**src/rtl/compl_serial_pkg.sv**
```systemverilog
// compl_pkg: shared definitions for the bit-serial conditional complementer.
//   state_e    - FSM encoding (IDLE=0, RUN=1), also exported on the debug port
//   WIDTH_MAX  - widest operand any instance may use
//   compl_ref  - word-level golden function (pass / one's / two's complement)
package compl_pkg;

    typedef enum logic {
        IDLE = 1'b0,
        RUN  = 1'b1
    } state_e;

    localparam int WIDTH_MAX = 32;

    // Word-level result for an operand of 'width' bits, computed arithmetically
    // rather than bit-serially. 64-bit intermediates avoid a shift by 32.
    function automatic logic [WIDTH_MAX-1:0] compl_ref(input logic [WIDTH_MAX-1:0] inp,
                                                       input logic cpl,
                                                       input logic tc,
                                                       input int width);
        logic [63:0] mask;
        logic [63:0] val;
        mask = (64'd1 << width) - 64'd1;
        val  = {32'd0, inp} & mask;
        if (!cpl)
            compl_ref = val[WIDTH_MAX-1:0];
        else if (!tc)
            compl_ref = WIDTH_MAX'(~val & mask);
        else
            compl_ref = WIDTH_MAX'((64'd0 - val) & mask);
    endfunction

endpackage

```
**src/rtl/compl_serial_if.sv**
```systemverilog
// compl_serial_if: request/result bundle of compl_serial.
//   start/inp/cpl/tc  - request, driven by the master
//   out/busy/done/ovf - result and status, driven by the slave
//   state             - FSM state exported for observation
// Handshake: a request is taken on a rising clk edge where start=1 and
// busy=0; inp/cpl/tc are sampled only on that edge. done is a one-cycle
// pulse after which out/ovf stay valid until the next done.
interface compl_serial_if #(
    parameter int WIDTH = 8
);
    import compl_pkg::*;

    logic             start;
    logic [WIDTH-1:0] inp;
    logic             cpl;
    logic             tc;
    logic [WIDTH-1:0] out;
    logic             busy;
    logic             done;
    logic             ovf;
    state_e           state;

    modport master (
        output start, inp, cpl, tc,
        input  out, busy, done, ovf, state
    );

    modport slave (
        input  start, inp, cpl, tc,
        output out, busy, done, ovf, state
    );

endinterface

```
**src/rtl/compl_serial_bit_cell.sv**
```systemverilog
// compl_bit_cell: one bit of the serial complement step (combinational).
//   b_i        - current operand bit (LSB-first)
//   seen_i     - a 1 has already been seen in lower bits
//   cpl_i/tc_i - complement enable / two's-complement select
//   obit_o     - result bit
//   seen_nxt_o - updated seen flag
module compl_bit_cell (
    input  logic b_i,
    input  logic seen_i,
    input  logic cpl_i,
    input  logic tc_i,
    output logic obit_o,
    output logic seen_nxt_o
);
    // Two's complement serially: copy bits up to and including the first 1,
    // invert everything above it.
    always_comb begin
        obit_o = b_i;
        if (cpl_i) begin
            if (!tc_i)
                obit_o = ~b_i;
            else
                obit_o = seen_i ? ~b_i : b_i;
        end
    end

    assign seen_nxt_o = seen_i | b_i;

endmodule

```
**src/rtl/compl_serial.sv**
```systemverilog
// compl_serial: bit-serial conditional complementer (pass / one's / two's).
//   clk   - rising-edge clock
//   rst_n - asynchronous active-low reset
//   bus   - compl_serial_if.slave: start/inp/cpl/tc in, out/busy/done/ovf/state out
// An accepted operand is shifted out LSB-first, one bit per clock; after
// WIDTH bits the result lands in out with a one-cycle done pulse.
// WIDTH legal range is 2..32.
module compl_serial
    import compl_pkg::*;
#(
    parameter int WIDTH = 8
) (
    input  logic                 clk,
    input  logic                 rst_n,
    compl_serial_if.slave        bus
);
    localparam int               CNT_W    = $clog2(WIDTH);
    localparam logic [CNT_W-1:0] CNT_LAST = CNT_W'(WIDTH - 1);
    localparam logic [WIDTH-1:0] MSB_ONLY = {1'b1, {(WIDTH-1){1'b0}}};

    state_e           state_q;
    logic [WIDTH-1:0] sreg_q;
    logic [WIDTH-1:0] op_q;
    logic [WIDTH-1:0] res_q;
    logic [WIDTH-1:0] res_d;
    logic [CNT_W-1:0] cnt_q;
    logic             seen_q;
    logic             cpl_q;
    logic             tc_q;
    logic [WIDTH-1:0] out_q;
    logic             busy_q;
    logic             done_q;
    logic             ovf_q;

    logic             obit;
    logic             seen_nxt;

    compl_bit_cell u_cell (
        .b_i        (sreg_q[0]),
        .seen_i     (seen_q),
        .cpl_i      (cpl_q),
        .tc_i       (tc_q),
        .obit_o     (obit),
        .seen_nxt_o (seen_nxt)
    );

    // Result bits enter at the MSB so the first (LSB) bit ends up at res[0].
    assign res_d = {obit, res_q[WIDTH-1:1]};

    always_ff @(posedge clk or negedge rst_n) begin
        if (!rst_n) begin
            state_q <= IDLE;
            sreg_q  <= '0;
            op_q    <= '0;
            res_q   <= '0;
            cnt_q   <= '0;
            seen_q  <= 1'b0;
            cpl_q   <= 1'b0;
            tc_q    <= 1'b0;
            out_q   <= '0;
            busy_q  <= 1'b0;
            done_q  <= 1'b0;
            ovf_q   <= 1'b0;
        end else begin
            done_q <= 1'b0;
            case (state_q)
                IDLE: begin
                    if (bus.start) begin
                        state_q <= RUN;
                        sreg_q  <= bus.inp;
                        op_q    <= bus.inp;
                        cpl_q   <= bus.cpl;
                        tc_q    <= bus.tc;
                        res_q   <= '0;
                        cnt_q   <= '0;
                        seen_q  <= 1'b0;
                        busy_q  <= 1'b1;
                    end
                end
                RUN: begin
                    sreg_q <= sreg_q >> 1;
                    seen_q <= seen_nxt;
                    res_q  <= res_d;
                    cnt_q  <= cnt_q + CNT_W'(1);
                    if (cnt_q == CNT_LAST) begin
                        state_q <= IDLE;
                        cnt_q   <= '0;
                        busy_q  <= 1'b0;
                        done_q  <= 1'b1;
                        out_q   <= res_d;
                        // Only 100..0 has no positive counterpart in WIDTH bits.
                        ovf_q   <= cpl_q & tc_q & (op_q == MSB_ONLY);
                    end
                end
                default: state_q <= IDLE;
            endcase
        end
    end

    assign bus.out   = out_q;
    assign bus.busy  = busy_q;
    assign bus.done  = done_q;
    assign bus.ovf   = ovf_q;
    assign bus.state = state_q;

endmodule

```
**src/flat_wrapper.sv**
```systemverilog
// flat-port wrapper written by rule: the top's interface ports become plain ports
module compl_serial_flat import compl_pkg::*;
#(
    parameter int WIDTH = 8
)
  (clk, rst_n, bus_start, bus_inp, bus_cpl, bus_tc, bus_out, bus_busy, bus_done, bus_ovf, bus_state);
  compl_serial_if #(.WIDTH(WIDTH)) bus_i ();
  input  logic clk;
  input  logic rst_n;
  input wire logic [$bits(bus_i.start)-1:0] bus_start;
  input wire logic [$bits(bus_i.inp)-1:0] bus_inp;
  input wire logic [$bits(bus_i.cpl)-1:0] bus_cpl;
  input wire logic [$bits(bus_i.tc)-1:0] bus_tc;
  output wire logic [$bits(bus_i.out)-1:0] bus_out;
  output wire logic [$bits(bus_i.busy)-1:0] bus_busy;
  output wire logic [$bits(bus_i.done)-1:0] bus_done;
  output wire logic [$bits(bus_i.ovf)-1:0] bus_ovf;
  output wire logic [$bits(bus_i.state)-1:0] bus_state;
  assign bus_i.start = bus_start;
  assign bus_i.inp = bus_inp;
  assign bus_i.cpl = bus_cpl;
  assign bus_i.tc = bus_tc;
  assign bus_out = bus_i.out;
  assign bus_busy = bus_i.busy;
  assign bus_done = bus_i.done;
  assign bus_ovf = bus_i.ovf;
  assign bus_state = bus_i.state;
  compl_serial #(.WIDTH(WIDTH)) u_core (.clk(clk), .rst_n(rst_n), .bus(bus_i));
endmodule
```
**config.mk**
```make
export PLATFORM = sky130hd
export DESIGN_NAME = compl_serial_flat
export DESIGN_NICKNAME = d
export VERILOG_FILES = /design/src/rtl/compl_serial_pkg.sv /design/src/rtl/compl_serial_if.sv /design/src/rtl/compl_serial_bit_cell.sv /design/src/rtl/compl_serial.sv /design/src/flat_wrapper.sv
export SDC_FILE = /design/constraint.sdc
export NUM_CORES = 1
export LEC_CHECK = 0
export ABC_AREA = 1
export CAP_MARGIN = 20
export CELL_PAD_IN_SITES_DETAIL_PLACEMENT = 0
export CELL_PAD_IN_SITES_GLOBAL_PLACEMENT = 1
export CORE_AREA = 2 2 60 85
export CTS_CLUSTER_DIAMETER = 80
export DETAILED_ROUTE_END_ITERATION = 8
export DIE_AREA = 0 0 62 87
export GPL_TIMING_DRIVEN = 0
export PLACE_DENSITY = 0.75
export SETUP_SLACK_MARGIN = 0.02
export SYNTH_ARGS = -nofsm -noshare
export SYNTH_HDL_FRONTEND = slang
export SYNTH_SLANG_ARGS = --single-unit
```
**constraint.sdc**
```tcl
create_clock -name clk -period 1.3 [get_ports clk]
set_clock_uncertainty 0.05 [all_clocks]
set_input_delay 0.26 -clock clk [delete_from_list [all_inputs] [get_ports clk]]
set_output_delay 0.26 -clock clk [all_outputs]
set_load 0.01 [all_outputs]
```
# After elaboration in Yosys (flattened, before gate mapping)

Index checks and enable logic that the tools add are counted.

Output and inout bits: 12
Latch bits: 0
Register bits: 42
RAM bits: 0
ROM bits: 0
Memories kept: 0

Equal/unequal tests: 4
Muxes and demuxes: 20
$lt $le $gt $ge: 0
Bitwise operators: 5
Divide/modulo/power cells: 0
Multipliers: 0
Add/sub/neg operators: 1
Reduce and logical (&&, ||, !) cells: 3
Shift-type cells: 0

Operator list:

| cell                                         | number |
|---|---|
| case mux 8 bit (2 select lines)              | 2 |
| two-way mux 8 bit                            | 2 |
| two-way mux 1 bit                            | 10 |
| == test 8 bit, second input constant         | 1 |
| two-way mux 3 bit                            | 2 |
| case mux 1 bit (2 select lines)              | 3 |
| case mux 3 bit (2 select lines)              | 1 |
| AND reduction 2 bit                          | 3 |
| inequality test 2 bit, second input constant | 2 |
| adder 3 x 1 -> 3 bit, second input constant  | 1 |
| == test 3 bit, second input constant         | 1 |
| bitwise AND 1 bit                            | 2 |
| NOT 1 bit                                    | 2 |
| OR 1 bit                                     | 1 |

# Longest topological paths before layout

Gate-level depths: netlist of the first run.

Depth in word-level cells: 5
Mapped depth: 6

# By module

A second synthesis of the first run with hierarchy kept.

Cells, all modules: 171
Area, all modules: 1682.9 sq um

Modules (own cells, without submodules):

| module         | instances | sequential area each (sq um) | cells each | area each (sq um) |
|---|---|---|---|---|
| compl_serial   | 1         | 1026.0                       | 160        | 1629.1 |
| compl_bit_cell | 1         | 0.0                          | 11         | 53.8 |

# Worst setup path after synthesis of the first run

No wires, ideal clock.

Path kind: reg2reg
Start point: register u_core.cnt_q[0]
End point: register u_core.out_q[1] (netlist: u_core.bus.out[1])
Arrival: 1.133 ns
Period minus slack after synthesis: 1.309 ns
Cell stages (with the launch flop): 6
Slack: -0.009 ns
Buffers on the path: 1
Cell sequence: dfrtp_1 > ha_1 > ha_1 > nand2_2 > buf_2 > o21ai_0

Longest elaborated chain between the ends: 2

RTL lines:

| element                              | line               | RTL |
|---|---|---|
| start, declared                      | compl_serial.sv:26 | `logic [CNT_W-1:0] cnt_q;` |
| start signal, assigned               | compl_serial.sv:84 | `cnt_q <= cnt_q + CNT_W'(1);` |
| == test 3 bit                        | compl_serial.sv:85 | `if (cnt_q == CNT_LAST) begin` |
| AND reduction 2 bit (no source line) | --                 |  |
| end signal, assigned                 | compl_serial.sv:90 | `out_q <= res_d;` |
| end, declared                        | compl_serial.sv:30 | `logic [WIDTH-1:0] out_q;` |

Every way passes these cells.
A chain may end at the register's enable or synchronous reset.

# Worst setup path after layout of the first run

Start point: register u_core.state_q (netlist: u_core.bus.state)
End point: output port bus_state

RTL lines:

| element                | line               | RTL |
|---|---|---|
| start, declared        | compl_serial.sv:21 | `state_e state_q;` |
| start signal, assigned | compl_serial.sv:52 | `state_q <= IDLE;` |
| start signal, assigned | compl_serial.sv:69 | `state_q <= RUN;` |
| start signal, assigned | compl_serial.sv:86 | `state_q <= IDLE;` |
| end, declared          | flat_wrapper.sv:18 | `output wire logic [$bits(bus_i.state)-1:0] bus_state;` |

No word-level cell between the ends.

==> qor.yml, run 1 <==
drv_cap: 0
layout_common_cells: "nand2_1 (47), dfrtp_1 (40), inv_1 (20)"
dr_total_vias: 1221
drc: 0
crit_arrival_ns: 0.94
finalNonFillerCells: 268
grt_usage: 0.139
cp_data_required_time_ns: 0.99
endpoint_kind: "primary output"
place_hpwl_mm: 2.22
ios: 25
die_w_um: 62
max_freq_ghz: 0.797
crit_type: "reg2out"
crit_end: "bus_state"
r2r_slack_ns: 0.06
drt_iter0_drc: 46
clock_latency_ns: 0.30
ys_ff_latch: 41
cp_top_family: "flip-flops"
yosysWarnings: 0
setup_viol: 0
synth.distinct_cells: 20
status: "finished, final reports clean"
layout_commonest_cell: "nand2_1"
grt_pass1_wl_mm: 5.48
crit_path_start_kind: "register"
drt_wl_total_mm: 3.38
fin_hold_ws_ns: 0.333
post-route-period-util: 0.965
cp_slowest_cell: "dfrtp_2"
dr_wl_met3_um: 121
drtAntennaViolNets: 0
r2r_cells: 5
start_util: 0.356
fill_cells: 464
vias_per_cell: 4.56
top_layer_used: "met4"
p_leak_nw: 1.05
hold_violations: 0
antennaDiodeCount: 0
rsz0062_at_grt: "true"
drt_first_pass_iters: 3
netlist_area_sq_mm: 0.00167
reg2reg_from: "u_core.cnt_q[0]"
postSynthCellCount: 167
syn_to_final_growth_pct: 31.0
max_stage_delay_ns: 0.48
cts_buffers: 5
die_area_sq_mm: 0.00539
clkSinkCount: 41
slew_viol_final: 0
grt_pass1_vias: 1205
cts_root_buf: "clkbuf_8"
wl_met1_mm: 1.46
num_rows: 30
syn_nets: 184
overflow: 0
period_minus_slack_ns: 1.25
nets: 220
min_path_type: "in2async"
antenna_found_initial: 0
power_density_mw_per_mm2: 2250
drive_gt1_frac: 0.176
met2_length_mm: 1.74
crit_cells: 1
reg2reg_to: "u_core.bus.out[3]"
crit_chain: "buf_2"
placed_cells: 256
path_clk_slew_ns: 0.08
die_y_um: 87
gp_congestion: 0.732
cts_tree: "yes"
cp_max_fo: 6
path_buf_inv: 1
max-slew-margin-rel: 0.792
port_buffers: 24
tightest_slew_ns: 0.312
crit_start: "u_core.bus.state"
h-tree-depth: 2
synth-seq-area-share: 0.615
routedWlPerCell_um: 12.6
grt_max_degree: 31
postLayoutCoreUtil: 0.466
coreArea_sq_mm: 0.00469
synth_area_per_cell_sq_um: 9.99
vdd_ir_drop_max_uv: 1030
clk_path_buf_depth: 2
==> per-layer routing <==
layer	GRT usage	up-vias
met5	0	-
met4	0.0580	0
met3	0.0446	6
met2	0.225	23
met1	0.166	585
li1	-	607
==> layout make-up <==
class,count,area (sq um),area share
multi-input cells,101,573,0.262
clock inverters,1,5.00,0.00229
repair buffers,28,274,0.125
well taps,64,80.1,0.0366
clock buffers,7,96.3,0.0441
flip-flops and latches,41,1030,0.470
inverters,22,92.6,0.0423
plain buffers,4,38.8,0.0177
==> worst min path at each step <==
| stage | endpoint | slack, ns |
|---|---|---|
| 6_report | u_core.cnt_q[1] | 0.33 |
| 5_1_grt | u_core.op_q[4] | 0.36 |
| 4_1_cts | u_core.cnt_q[1] | 0.34 |
| 3_5_place_dp | u_core.cnt_q[0] | 0.12 |
| 3_3_place_gp | u_core.bus.out[2] | 0.41 |
| 2_1_floorplan | u_core.bus.busy | -0.09 |
==> cells in the mapped netlist (all sizes together) <==
| cell | instances | area, sq um |
|---|---|---|
| a22o | 2 | 17.5 |
| inv | 22 | 85.1 |
| ha | 4 | 50.1 |
| or2 | 1 | 6.26 |
| nor2 | 7 | 26.3 |
| nand2 | 49 | 194 |
| buf | 4 | 32.5 |
| nand3 | 10 | 50.1 |
| a21oi | 1 | 5.00 |
| o211ai | 1 | 12.5 |
| o21ai | 18 | 120 |
| dfrtp | 41 | 1030 |
| o22ai | 7 | 43.8 |
==> stage by stage <==
step                      power, mW  area (sq um)  setup WS, ns   TNS, ns
after floorplan                3.25          1680        0.0383         0
after global placement         3.85          2000         -1.16    -52.36
after detailed placement       3.90          2010        -0.224     -5.20
after CTS                      4.75          2120      -0.00355  -0.00355
after global routing           5.31          2190       0.00149         0
final                          4.91          2190        0.0455         0
==> sequential cells by signal, indices dropped and copies added, names as in the netlist <==
register	count
u_core.bus.out	8
u_core.op_q	8
u_core.sreg_q	8
u_core.res_q	7
u_core.cnt_q	3
u_core.bus.busy	1
u_core.bus.done	1
u_core.bus.ovf	1
u_core.bus.state	1
u_core.cpl_q	1
u_core.seen_q	1
u_core.tc_q	1
==> timing repair <==
action / in CTS / in global routing
cloned: 0 / 2
hold buffers: 1 / 0
endpoints found under the setup margin: 24 / 35
setup buffers: 0 / 1
pin swaps: 2 / 0
endpoints found under the hold margin: 11 / 0
gates resized for setup: 21 / 18
==> kinds of logic (layout without fill, tap and decap cells) <==
kind of cell / after synthesis / after routing / synth area share
adders and majority gates: 4 / 4 / 0.0300
AOI/OAI and AO/OA: 29 / 29 / 0.119
and+or+nand+nor: 67 / 68 / 0.166
buffers and inverters: 26 / 62 / 0.0705
DFF: 41 / 41 / 0.615
==> power breakdown <==
group | internal (mW) | switching [mW] | leakage (nW) | total, mW
Sequential | 1.82 | 0.289 | 0.521 | 2.11
Combinational | 0.867 | 1.02 | 0.479 | 1.89
Clock | 0.480 | 0.437 | 0.0542 | 0.917
No activity file was read; power rests on OpenSTA's default activity.
==> run 2, diff against run 1 <==
- SYNTH_HIERARCHICAL: unset -> 1
==> run 2 against run 1 <==
Final cell count rose by 5.6%. Combinational power grew 21%. Sequential share of layout area fell by 3.6 points. Synthesized cell count grew 2.4%. Largest cell class unchanged. Highest routed layer unchanged.
==> qor.yml, run 2 <==
status: "finished, final reports clean"
syn_to_final_growth_pct: 40.7
clkSinkCount: 41  # unchanged
synth_top_flop_cell: "dfrtp_1"
min_path_type: "in2async"
p_int_mw: 3.69  # +16%
grt_max_degree: 37  # +19%
p_comb_frac: 0.412  # +0.028
crit_type: "reg2reg"
seqPwrFrac: 0.371  # -0.058
grt_pass1_vias: 1267  # +5.1%
setup_viol: 0  # unchanged
max_freq_ghz: 0.784  # -1.6%
cp_data_required_time_ns: 1.43  # +0.44 ns
power_density_mw_per_mm2: 2350  # +4.6%
die_y_um: 87  # unchanged
synth_top_area_share: 0.610  # -0.00503
drt_iter0_drc: 44  # -4.3%
synth_area_per_cell_sq_um: 9.84  # -1.5%
synth.most_common_cell: "nand2_1"
dr_total_vias: 1276  # +4.5%
dpl_worst_slack_ns: -0.170  # +0.0536 ns
placed_cells: 260  # +1.6%
clock_latency_ns: 0.29  # about the same
gp_congestion: 0.696  # -5.0%
final.setup.worst_slack_ns: 0.0248  # -0.0207 ns
post-route-period-util: 0.981  # +0.0159
overflow: 0  # unchanged
crit_start: "u_core/cnt_q[0]"
max-slew-margin-rel: 0.851  # +0.0592
switching_share: 0.336  # -0.0188
fill_cells: 448  # -3.4%
die_area_sq_mm: 0.00539  # unchanged
clk_path_buf_depth: 2  # unchanged
setup_tns_ns: 0  # unchanged
synthTopCellsByCount: "nand2_1 (49), dfrtp_1 (41), inv_1 (23), nand3_1 (9), o21ai_0 (9)"
grt_usage: 0.150  # +0.0103
yosysWarnings: 6  # +6
vdd_ir_drop_max_uv: 709  # -31%
h-tree-depth: 2  # unchanged
slew_viol_final: 0  # unchanged
place_hpwl_mm: 2.33  # +5.2%
ys_ff_latch: 41  # unchanged
endpoint_kind: "register"
synth-seq-area-share: 0.610  # -0.00503
total_power_mw: 5.56  # +13%
netlist_area_sq_mm: 0.00168  # +0.82%
synth.distinct_cells: 22  # +10%
coreArea_sq_mm: 0.00469  # unchanged
vias_per_cell: 4.51  # -1.0%
drtAntennaViolNets: 0  # unchanged
drt_wl_total_mm: 3.63  # +7.5%
tightest_slew_ns: 0.223  # -0.0894 ns
cts_tree: "yes"
cp_max_fo: 5  # -1
port_buffers: 24  # unchanged
synth-edff-count: 0  # unchanged
layout_common_cells: "nand2_1 (48), dfrtp_1 (40), inv_1 (20)"
hold_violations: 0  # unchanged
p_leak_nw: 1.14  # +8.4%
p_switching_mw: 1.87  # +7.2%
reg2reg_from: "u_core/cnt_q[0]"
drv_cap: 0  # unchanged
cts_root_buf: "clkbuf_8"
die_w_um: 62  # unchanged
drc: 0  # unchanged
synth_area_leader_cell: "dfrtp_1"
ios: 25  # unchanged
drt_first_pass_iters: 4  # +1
grt_pass1_wl_mm: 5.82  # +6.3%
num_rows: 30  # unchanged
drive_gt1_frac: 0.247  # +0.0701
synth.top_cells.by_area: "dfrtp_1 (61%), nand2_1 (11%), inv_1 (5.1%)"
period_minus_slack_ns: 1.28  # +0.0207 ns
crit_path_start_kind: "register"
start_util: 0.359  # +0.00293
postSynthCellCount: 171  # +2.4%
antenna_found_initial: 0  # unchanged
crit_arrival_ns: 1.41  # +0.47 ns
syn_nets: 188  # +2.2%
rsz0062_at_grt: "true"
pwr-share-clk: 0.217  # +0.030
cts_buffers: 5  # unchanged
layout_commonest_cell: "nand2_1"
finalNonFillerCells: 283  # +5.6%
nets: 235  # +6.8%
routedWlPerCell_um: 12.8  # +1.8%
async_flop_share: 1.00  # unchanged
antennaDiodeCount: 0  # unchanged
path_clk_slew_ns: 0.08  # about the same
run 2: power groups by stage:
| stage | combinational [mW] | clock, mW | sequential [mW] |
|---|---|---|---|
| final | 2.29 | 1.21 | 2.06 |
| after global routing | 2.58 | 1.29 | 2.12 |
| after CTS | 1.95 | 1.24 | 2.04 |
| after detailed placement | 1.82 | 0 | 2.08 |
| after global placement | 1.78 | 0 | 2.07 |
| after floorplan | 1.15 | 0 | 2.10 |
run 2: stage by stage:
| stage | util | hold WS, ns | area, sq um |
|---|---|---|---|
| floorplan | - | -0.0856 | 1690 |
| global route | 0.505 | 0.283 | 2370 |
| detailed placement | 0.431 | 0.0541 | 2020 |
| CTS | 0.475 | 0.271 | 2230 |
| global placement | 0.428 | 0.408 | 2010 |
| finish | 0.505 | 0.272 | 2370 |
run 2: cell families (layout without fill, tap and decap cells):
group / Yosys count / in the layout / share of synthesized area
AOI/OAI and AO/OA: 29 / 29 / 0.115
adders and majority gates: 4 / 4 / 0.0297
and+or+nand+nor: 67 / 68 / 0.165
buffers and inverters: 30 / 77 / 0.0803
DFF: 41 / 41 / 0.610
run 2: cell type report:
type	count	area, sq um	share of cell area
Buffer	4	47.5	0.0201
Clock buffer	5	68.8	0.0291
Clock inverter	3	65.1	0.0275
Inverter	26	113	0.0476
Multi-Input combinational cell	101	577	0.244
Sequential cell	41	1030	0.434
Tap cell	64	80.1	0.0338
Timing Repair Buffer	39	389	0.164
run 2: timing repair:
| action | CTS | global route |
|---|---|---|
| hold buffers | 1 | 0 |
| gates resized for setup | 26 | 24 |
| cloned | 1 | 2 |
| endpoints found under the setup margin | 25 | 36 |
| setup buffers | 4 | 7 |
| pin swaps | 1 | 2 |
| hold endpoints to repair | 41 | 0 |
run 2: final timing paths:
path / cells after the start / slack, ns / to
hold reg to reg: 2 / 0.44 / u_core/cnt_q[1]
max in group asynchronous: 3 / 0.50 / u_core/sreg_q[1]
setup / recovery: 5 / 0.02 / u_core/bus.out[4]
hold / removal: 2 / 0.27 / u_core/bus.out[1]
min in group clk: 2 / 0.44 / u_core/cnt_q[1]
setup reg to reg: 5 / 0.02 / u_core/bus.out[4]
run 2: routing by layer:
layer	track usage	routed length [um]	up-vias
met4	0.0638	68	0
met3	0.0401	112	6
li1	-	-	636
met5	0	0	-
met2	0.253	1990	23
met1	0.171	1460	611
run 2: worst max-delay path, stage by stage (launching register included):
cell and delay (ns):
dfrtp_1 0.40, ha_2 0.22, ha_4 0.18, nand2_4 0.10, buf_4 0.15, o21ai_0 0.07
